<file path="src/rtl/aes_pkg.sv">
// Shared types and constants for the AES-128 round sequencer and its
// round-constant generator.
package aes_pkg;

    typedef enum logic [2:0] {
        ST_IDLE  = 3'd0,
        ST_INIT  = 3'd1,
        ST_ROUND = 3'd2,
        ST_FINAL = 3'd3,
        ST_DONE  = 3'd4
    } state_t;

    localparam logic [7:0] RCON_INIT     = 8'h01;
    localparam logic [7:0] RCON_POLY     = 8'h1B;
    localparam int         AES128_ROUNDS = 10;
    localparam int         ROUND_IDX_W   = 4;

    // Multiply by x in GF(2^8) modulo the AES polynomial.
    function automatic logic [7:0] xtime(input logic [7:0] v);
        return {v[6:0], 1'b0} ^ (v[7] ? RCON_POLY : 8'h00);
    endfunction

endpackage

</file>
<file path="src/rtl/rcon_gen.sv">
// Running round-constant register: reloads 0x01 on load, doubles in GF(2^8)
// on each step, replacing a fixed Rcon lookup table.
module rcon_gen
    import aes_pkg::*;
(
    input  logic       clk,
    input  logic       rst,
    input  logic       load,
    input  logic       step,
    output logic [7:0] rcon
);

    logic [7:0] rcon_reg;

    always_ff @(posedge clk) begin
        if (rst || load) begin
            rcon_reg <= RCON_INIT;
        end else if (step) begin
            rcon_reg <= xtime(rcon_reg);
        end
    end

    assign rcon = rcon_reg;

endmodule

</file>
<file path="src/rtl/aes_round_ctrl.sv">
// AES-128 encryption sequencer: ready/valid start handshake, initial
// AddRoundKey, NUM_ROUNDS-1 full rounds, one final round, result handoff.
module aes_round_ctrl
    import aes_pkg::*;
#(
    parameter int NUM_ROUNDS = AES128_ROUNDS
) (
    input  logic       clk,
    input  logic       rst,
    input  logic       start,
    output logic       in_ready,
    input  logic       abort,
    output logic       ld_state,
    output logic       rnd_en,
    output logic       last_rnd,
    output logic [3:0] round_idx,
    output logic [7:0] rcon,
    output logic       busy,
    output logic       out_valid,
    input  logic       out_ready
);

    localparam logic [ROUND_IDX_W-1:0] LAST_FULL = ROUND_IDX_W'(NUM_ROUNDS - 1);

    state_t                 state;
    state_t                 state_next;
    logic [ROUND_IDX_W-1:0] cnt;
    logic [ROUND_IDX_W-1:0] cnt_next;
    logic [7:0]             rcon_reg;

    always_ff @(posedge clk) begin
        if (rst) begin
            state <= ST_IDLE;
            cnt   <= '0;
        end else begin
            state <= state_next;
            cnt   <= cnt_next;
        end
    end

    // Abort is honoured only while the datapath is actively working.
    always_comb begin
        state_next = state;
        cnt_next   = cnt;
        case (state)
            ST_IDLE: begin
                cnt_next = '0;
                if (start) state_next = ST_INIT;
            end
            ST_INIT: begin
                if (abort) begin
                    state_next = ST_IDLE;
                    cnt_next   = '0;
                end else begin
                    state_next = ST_ROUND;
                    cnt_next   = 4'd1;
                end
            end
            ST_ROUND: begin
                if (abort) begin
                    state_next = ST_IDLE;
                    cnt_next   = '0;
                end else begin
                    cnt_next = cnt + 4'd1;
                    if (cnt == LAST_FULL) state_next = ST_FINAL;
                end
            end
            ST_FINAL: begin
                if (abort) begin
                    state_next = ST_IDLE;
                    cnt_next   = '0;
                end else begin
                    state_next = ST_DONE;
                    cnt_next   = cnt + 4'd1;
                end
            end
            ST_DONE: begin
                if (out_ready) begin
                    state_next = ST_IDLE;
                    cnt_next   = '0;
                end
            end
            default: begin
                state_next = ST_IDLE;
                cnt_next   = '0;
            end
        endcase
    end

    assign in_ready  = (state == ST_IDLE);
    assign ld_state  = (state == ST_INIT);
    assign rnd_en    = (state == ST_ROUND) || (state == ST_FINAL);
    assign last_rnd  = (state == ST_FINAL);
    assign busy      = (state == ST_INIT) || rnd_en;
    assign out_valid = (state == ST_DONE);
    assign round_idx = cnt;
    assign rcon      = rnd_en ? rcon_reg : 8'h00;

    rcon_gen u_rcon_gen (
        .clk  (clk),
        .rst  (rst),
        .load (ld_state),
        .step (rnd_en),
        .rcon (rcon_reg)
    );

endmodule

</file>
<file path="config.mk">
export PLATFORM = sky130hd
export DESIGN_NAME = aes_round_ctrl
export DESIGN_NICKNAME = d
export VERILOG_FILES = /design/src/rtl/aes_pkg.sv /design/src/rtl/rcon_gen.sv /design/src/rtl/aes_round_ctrl.sv
export SDC_FILE = /design/constraint.sdc
export NUM_CORES = 1
export LEC_CHECK = 0
export BUFFER_PORTS_ARGS = -buffer_cell sky130_fd_sc_hd__clkbuf_2
export CORE_UTILIZATION = 34
export CTS_CLUSTER_SIZE = 14
export DETAILED_ROUTE_END_ITERATION = 6
export GPL_ROUTABILITY_DRIVEN = 0
export PLACE_DENSITY = 0.52
export SKIP_CTS_REPAIR_TIMING = 1
export SYNTH_ARGS = -nofsm -noshare
export SYNTH_HDL_FRONTEND = slang
export SYNTH_SLANG_ARGS = --single-unit
</file>
<file path="constraint.sdc">
create_clock -name clk -period 2.35 [get_ports clk]
set_input_delay 0.235 -clock clk [delete_from_list [all_inputs] [get_ports clk]]
set_output_delay 0.235 -clock clk [all_outputs]
set_load 0.02 [all_outputs]
</file>
==> reports/summary.txt, run 1 <==
Number of CTS-inserted buffers = 3
Worst-skew pair later-pin latency = 0.28 ns
Static leakage = 0.3974 nW
1st-iter DRT viols = 16
Max_cap viols = 0
CTS tree = built
Initial antenna violation count = 0
VDD IR max = 0.0004170 V
H-tree levels = 1
Count of pins over their slew limit = 0
Fmax = 551.5 MHz
Total Routed Length = 1480 um
Mapped Nets = 97
GRT Total Usage = 0.1278
Unrepaired setup endpoints after global routing = no
Final Hold Fails = 0
Ys async rst share = 0
Post-synthesis sequential area ratio = 0.3709
Clock buffer depth = 2
Setup TNS = 0 ns
Die H = 50.80 um
Worst-path clk slew = 0.08 ns
Row cnt = 17
CP Capture Type = primary output
IO Pins = 23
Top cell type's share of synthesized area = 0.3709
Routed length per placed instance = 10.72 um
First-pass GRT wire length = 2415 um
DR pass1 iterations = 5
Largest register FFs = 8
Clock root buffer master = clkbuf_4
Max Fanout on Critical Path = 16
Total die area = 2580 um2
Final ANT Viol Nets = 0
Tightest Pin Transition = 0.4396 ns
Post-Syn Area = 809.5 um2
Crit path kind = flop to primary output
Period utilisation layout = 0.7716
Syn_area_per_cell = 8.995 um2
# nets final = 118
Routed vias = 664
Crit path launch type = flop
Largest net degree at the start of global routing = 17
Vias in the first global route = 536
Layout area overhead = 14.53%
Hold WS = 0.2131 ns
Final global-route overflow total = 0
Non-filler instance count after layout = 138
Library cells used by synthesis = 32
Detailed Place HPWL = 1112 um
Starting density of the core = 0.3625
Setup WS pre-CTS = 0.8377 ns
Fin crit period = 1.813 ns
# DRC = 0
Cell taking the most area after synthesis = dfxtp_1
Ys flop type = dfxtp_1
Post-synth EDFFs = 0
ANT cells = 0
Synth Register Bits = 15
Most frequent cell after synthesis = dfxtp_1
Critical path arrival = 1.58 ns
Via/cell ratio = 4.812
Port Buffer Count = 22
Die W = 50.80 um
Mapped Cells = 90
Area of the core region = 2233 um2
Placed Instance Area = 899.6 um2
Warnings from Yosys = 0
Fin area = 927.1 um2
Placed instance count = 134
Hold Crit Class = input pin to flop
CP Data Required Time = 2.12 ns
Most frequent cells after synthesis = dfxtp_1, nand2_1, a21oi_1
Filler cells = 251
Pwr dens = 505.9 nW/um2
Setup WS post-layout = 0.5366 ns
Setup Skew = 0.005817 ns
Clk sink count = 15
Final setup violation count = 0
Status = finished, final reports clean
Top post-synthesis cells by area = dfxtp_1, buf_6, nand2_1, a21oi_1, a211oi_2
Slew margin rel. = 0.7065
Ratio of cells with drive above 1 in the final layout = 0.3182
-- critical path, cell delays in order, from the launching register on --
cell and delay (ns):
dfxtp_1 0.60, nand2b_4 0.12, inv_2 0.22, and2_1 0.19, clkbuf_2 0.17
-- metrics by stage --
step           power (mW)  utilization
2_1_floorplan      0.3195            -
3_3_place_gp       0.3288       0.4028
3_5_place_dp       0.3295       0.4028
4_1_cts            0.4776       0.4151
5_1_grt            0.5008       0.4151
6_report           0.4690       0.4151
-- layer usage --
metal	global-route usage	vias up	part of all wire
met5	0	-	0
met4	0.05556	0	0.011
li1	-	343	-
met3	0.04545	2	0.049
met1	0.1543	300	0.50
met2	0.2022	19	0.44
-- cell families after synthesis --
kind of cell | Yosys count | share of synthesized area
AOI/OAI and AO/OA | 17 | 0.1623
xor gates and xnor gates | 4 | 0.04327
adders and majority gates | 2 | 0.03091
buffers and inverters | 13 | 0.1004
DFF | 15 | 0.3709
muxes | 1 | 0.01237
and+or+nand+nor | 38 | 0.2798
-- cell usage in the layout (no fill, tap or decap), drive strengths merged --
cell and count:
a21oi 8, o21ai 1, nor4b 1, and3 1
nor3 2, nand3 1, a41oi 1, dfxtp 15
a311oi 2, clkinv 1, a211oi 3, clkbuf 25
nand2 12, o21bai 1, nor3b 3, nor4 1
or2 1, a211o 1, nand3b 1, ha 2
mux2i 1, nor2 6, and2 6, nand2b 3
xnor2 4, inv 7
-- final timing paths --
check	from	to	slack, ns	cells after the start
worst max-delay path	state[1]	rcon[7]	0.54	4
worst min-delay path	abort	state[1]	0.21	2
worst max register to register	state[1]	round_idx[3]	0.85	3
worst min register to register	u_rcon_gen.rcon[6]	u_rcon_gen.rcon[6]	0.46	2
-- area by class of cell --
| class | instances | area, um2 | area share |
|---|---|---|---|
| Clock buffer | 3 | 22.52 | 0.02429 |
| Tap cell | 28 | 35.03 | 0.03779 |
| Multi-Input combinational cell | 62 | 427.9 | 0.4615 |
| Inverter | 7 | 26.28 | 0.02834 |
| Timing Repair Buffer | 22 | 110.1 | 0.1188 |
| Clock inverter | 1 | 5.005 | 0.005398 |
| Sequential cell | 15 | 300.3 | 0.3239 |
-- where the power goes --
group          switching [mW]  internal [mW]  total [mW]
Sequential            0.00876          0.259       0.268
Clock                  0.0832         0.0632       0.146
Combinational          0.0332         0.0212      0.0544
No activity file was read; power rests on OpenSTA's default activity.
==> inputs of run 2 (changes only) <==
ABC_AREA = 1   (was default)
clock period = 1.89 ns   (was 2.35 ns; I/O delays follow)
==> reports/summary.txt, run 2 <==
Status = finished, final reports clean
Ys async rst share = 0
Ratio of cells with drive above 1 in the final layout = 0.2292
Fin crit period = 1.628 ns
Post-Syn Area = 800.8 um2
Mapped Cells = 119
Syn_area_per_cell = 6.729 um2
Hold Crit Class = input pin to flop
Clock buffer depth = 2
Detailed Place HPWL = 1327 um
Die W = 50.53 um
Worst path cell trace = inv_2 > nand2_4 > inv_2 > nand2_1 > inv_1 > clkbuf_2
Library cells used by synthesis = 19
# DRC = 0
Slowest-stage cell, CP = dfxtp_1
Final Hold Fails = 0
Max Fanout on Critical Path = 15
Final global-route overflow total = 0
Final ANT Viol Nets = 0
Crit path kind = flop to primary output
Most frequent cell after synthesis = nor2_1
Top post-synthesis cells by area = dfxtp_1, nor2_1, inv_1, nand2_1, a21oi_1
CP Data Required Time = 1.70 ns
Vias in the first global route = 697
Critical path arrival = 1.44 ns
Setup Skew = 0.001672 ns
Worst-path clk slew = 0.09 ns
Routed length per placed instance = 9.820 um
# nets final = 152
Warnings from Yosys = 0
Largest net degree at the start of global routing = 16
Reg2reg start = state[2]
IO Pins = 23
Post-synth EDFFs = 0
Unrepaired setup endpoints after global routing = no
Die H = 50.53 um
Pwr dens = 645.9 nW/um2
Fin area = 958.4 um2
Setup TNS = 0 ns
Placed Instance Area = 932.1 um2
Via/cell ratio = 4.477
DR pass1 iterations = 4
Fmax = 614.1 MHz
CP startpoint = state[2]
GRT Total Usage = 0.1597
Period utilisation layout = 0.8616
Largest register FFs = 8
Count of pins over their slew limit = 0
HP Start = rst
CP Capture Type = primary output
H-tree levels = 1
Commonest non-fill, non-tap cells in the layout = nor2_1, inv_1, clkbuf_2, nand2_1, dfxtp_1
Mapped Nets = 126
Cell taking the most area after synthesis = dfxtp_1
Tightest Pin Transition = 0.2147 ns
Critical Path Most Common Cell = inv_2
Post-synthesis sequential area ratio = 0.3750
Top cell type's share of synthesized area = 0.3750
Slew margin rel. = 0.8568
Initial antenna violation count = 0
Area of the core region = 2212 um2
Worst-skew pair later-pin latency = 0.28 ns
Total Routed Length = 1689 um
Port Buffer Count = 22
Most frequent cells after synthesis = nor2_1, inv_1, nand2_1, dfxtp_1, a21oi_1
Ys flop type = dfxtp_1
Layout area overhead = 19.69%
Max_cap viols = 0
Starting density of the core = 0.3620
CP max stage delay = 0.42 ns
Commonest non-fill, non-tap cell in the layout = nor2_1
Synth Register Bits = 15
VDD IR max = 0.0002598 V
Final setup violation count = 0
Crit path launch type = flop
Row cnt = 17
ANT cells = 0
Static leakage = 0.4615 nW
Final core occ = 0.4333
Routed vias = 770
Number of CTS-inserted buffers = 3
First-pass GRT wire length = 2994 um
Clock root buffer master = clkbuf_4
1st-iter DRT viols = 15
Total die area = 2553 um2
CTS tree = built
Clk sink count = 15
[run 2: cell count changes in the layout (fill, tap and decap cells not counted), moves of 3 or more]
cell      change
nand3_1       +5
and2_1        -6
a211oi_2      -3
inv_1        +16
nand2_1       +7
nor2_1       +19
o21ai_0       +6
o21a_1        +4
xnor2_1       -4
[run 2: cell families (layout without fill, tap and decap cells)]
kind of cell             count (synthesis)  count (layout)  share of synthesized area
adder cells (fa/ha/maj)                  2               2                    0.03125
AO/OA/AOI/OAI                           20              20                     0.1453
flip-flops                              15              15                     0.3750
buffers and inverters                   26              51                     0.1359
AND/OR/NAND/NOR                         56              56                     0.3125
[run 2: power breakdown]
part	switching [mW]	internal, mW	total (mW)
clock network	0.101	0.0818	0.183
registers	0.00686	0.324	0.330
logic	0.0734	0.0319	0.105
total	0.182	0.437	0.619
[run 2: stage by stage]
step	hold slack (ns)	setup WS, ns	power [mW]	instances
2_1_floorplan	0.2581	0.7463	0.4135	119
3_3_place_gp	0.4040	0.6269	0.4438	168
6_report	0.1056	0.2616	0.6190	172
4_1_cts	0.1019	0.2537	0.6266	172
3_5_place_dp	0.4043	0.5726	0.4439	168
5_1_grt	0.09694	0.1282	0.6660	172
[run 2: final timing paths]
path,cells past startpoint,slack [ns],endpoint
worst max register to register,6,0.66,u_rcon_gen.rcon[3]
worst min register to register,2,0.47,u_rcon_gen.rcon[4]
worst min-delay path,2,0.11,round_idx[2]
worst max-delay path,6,0.26,rcon[7]
[run 2: critical path: cells and delay by family (launching register included)]
kind                   cells  cell delay [ns]
AND/OR/NAND/NOR            2             0.33
flip-flops                 1             0.42
buffers and inverters      4             0.42
[run 2: per-layer routing]
metal / wire length, um / up-vias / track usage
met4: 17 / 0 / 0.09722
li1: - / 418 / -
met3: 65 / 2 / 0.02727
met5: 0 / - / 0
met1: 872 / 335 / 0.2167
met2: 734 / 15 / 0.2333
[run 2: layout make-up]
cell class | instances | area (um2)
flip-flops and latches | 15 | 300.3
repair buffers | 22 | 110.1
inverters | 25 | 95.09
fillers | 255 | 1254
multi-input cells | 78 | 391.6
well taps | 28 | 35.03
clock buffers | 4 | 26.28
==> inputs of run 3 (changes only) <==
GPL_TIMING_DRIVEN = 0   (was default)
REMOVE_ABC_BUFFERS = 1   (was default)
==> reports/summary.txt, run 3 (synthesis results as in run 2) <==
Max Fanout on Critical Path = 15
Die H = 50.53 um
Area of the core region = 2212 um2
Reg2Reg Capture Point = u_rcon_gen.rcon[1]
Initial antenna violation count = 0
Final setup violation count = 0
Worst path cell trace = inv_2 > nand2_4 > inv_2 > nand2_1 > inv_1 > clkbuf_2
Count of pins over their slew limit = 0
ANT cells = 0
Critical Path Most Common Cell = inv_2
Pwr dens = 648.0 nW/um2
CP max stage delay = 0.44 ns
Final Hold Fails = 0
Total die area = 2553 um2
IO Pins = 23
Period utilisation layout = 0.8871
Critical path arrival = 1.49 ns
Worst-skew pair later-pin latency = 0.28 ns
Crit path launch type = flop
Commonest non-fill, non-tap cells in the layout = nor2_1, inv_1, clkbuf_2, nand2_1, dfxtp_1
1st-iter DRT viols = 9
Row cnt = 17
Commonest non-fill, non-tap cell in the layout = nor2_1
Die W = 50.53 um
# nets final = 152
Final ANT Viol Nets = 0
CP Data Required Time = 1.70 ns
Worst setup path endpoint = rcon[7]
GRT Total Usage = 0.1518
Total Routed Length = 1746 um
Reg2reg start = state[2]
First-pass GRT wire length = 2842 um
Cell count of the worst reg-to-reg path = 6
Ratio of cells with drive above 1 in the final layout = 0.2292
Fin crit period = 1.677 ns
Crit path max-delay family = flip-flops
H-tree levels = 1
Setup WS post-layout = 0.2134 ns
Layout area overhead = 19.69%
CP startpoint = state[2]
Clock root buffer master = clkbuf_4
Filler cells = 271
Detailed Place HPWL = 1306 um
Crit path kind = flop to primary output
Slew margin rel. = 0.8510
Setup TNS = 0 ns
Largest register FFs = 8
Setup Skew = 0.005735 ns
Tightest Pin Transition = 0.2227 ns
Clk sink count = 15
# DRC = 0
Hold Crit Class = input pin to flop
Vias in the first global route = 652
Unrepaired setup endpoints after global routing = no
Hold WS = 0.1042 ns
Number of CTS-inserted buffers = 3
Worst-path clk slew = 0.09 ns
Status = finished, final reports clean
CTS tree = built
CP Depth = 6
Slowest-stage cell, CP = dfxtp_1
VDD IR max = 0.0002399 V
Worst reg-to-reg setup slack = 0.59 ns
CP Capture Type = primary output
Buffers & Inverters on Critical Path = 4
Port Buffer Count = 22
DR pass1 iterations = 4
Fmax = 596.5 MHz
Final global-route overflow total = 0
Max_cap viols = 0
Routed vias = 783
Via/cell ratio = 4.552
Static leakage = 0.4615 nW
Largest net degree at the start of global routing = 16
Clock buffer depth = 2
Starting density of the core = 0.3620
Setup WS pre-CTS = 0.5514 ns
Routed length per placed instance = 10.15 um
-- run 3: cell counts in the layout (fill, tap and decap cells not counted) --
No cell type changed its count.
-- run 3: per-layer routing --
layer / vias to the layer above / GRT usage / part of all wire
met5: - / 0 / 0
met4: 0 / 0.06944 / 0.0086
met3: 2 / 0.03636 / 0.036
met2: 14 / 0.2400 / 0.45
met1: 349 / 0.1934 / 0.51
li1: 418 / - / -
-- run 3: area by class of cell --
class                   count  area (um2)  area share
clock buffers               4       26.28     0.02742
flip-flops and latches     15       300.3      0.3133
repair buffers             22       110.1      0.1149
multi-input cells          78       391.6      0.4086
inverters                  25       95.09     0.09922
well taps                  28       35.03     0.03655
-- run 3: worst reg2reg max path, stage by stage (launching register included) --
cell and delay, ns:
dfxtp_1 0.37, inv_2 0.11, nand2_4 0.14, inv_2 0.19
nand2_1 0.14, o21ai_0 0.19, nor2_1 0.05
-- run 3: stage by stage --
stage	utilization	area [um2]	instances	power, mW
floorplan	-	787.0	118	0.4105
global placement	0.4214	932.1	168	0.4443
detailed placement	0.4214	932.1	168	0.4449
CTS	0.4333	958.4	172	0.6304
global route	0.4333	958.4	172	0.6605
finish	0.4333	958.4	172	0.6210
-- run 3: power breakdown --
group          internal [mW]  switching, mW
clock network         0.0819          0.103
registers              0.324        0.00709
logic                 0.0320         0.0736
-- run 3: worst min path at each step --
stage                     startpoint            to  slack (ns)  cells past startpoint
final                            rst  round_idx[2]        0.10                      2
after floorplan                  rst  round_idx[2]        0.26                      1
after CTS                        rst  round_idx[2]        0.10                      2
after detailed placement         rst  round_idx[2]        0.41                      2
after global routing             rst  round_idx[2]        0.09                      2
after global placement           rst  round_idx[2]        0.40                      2
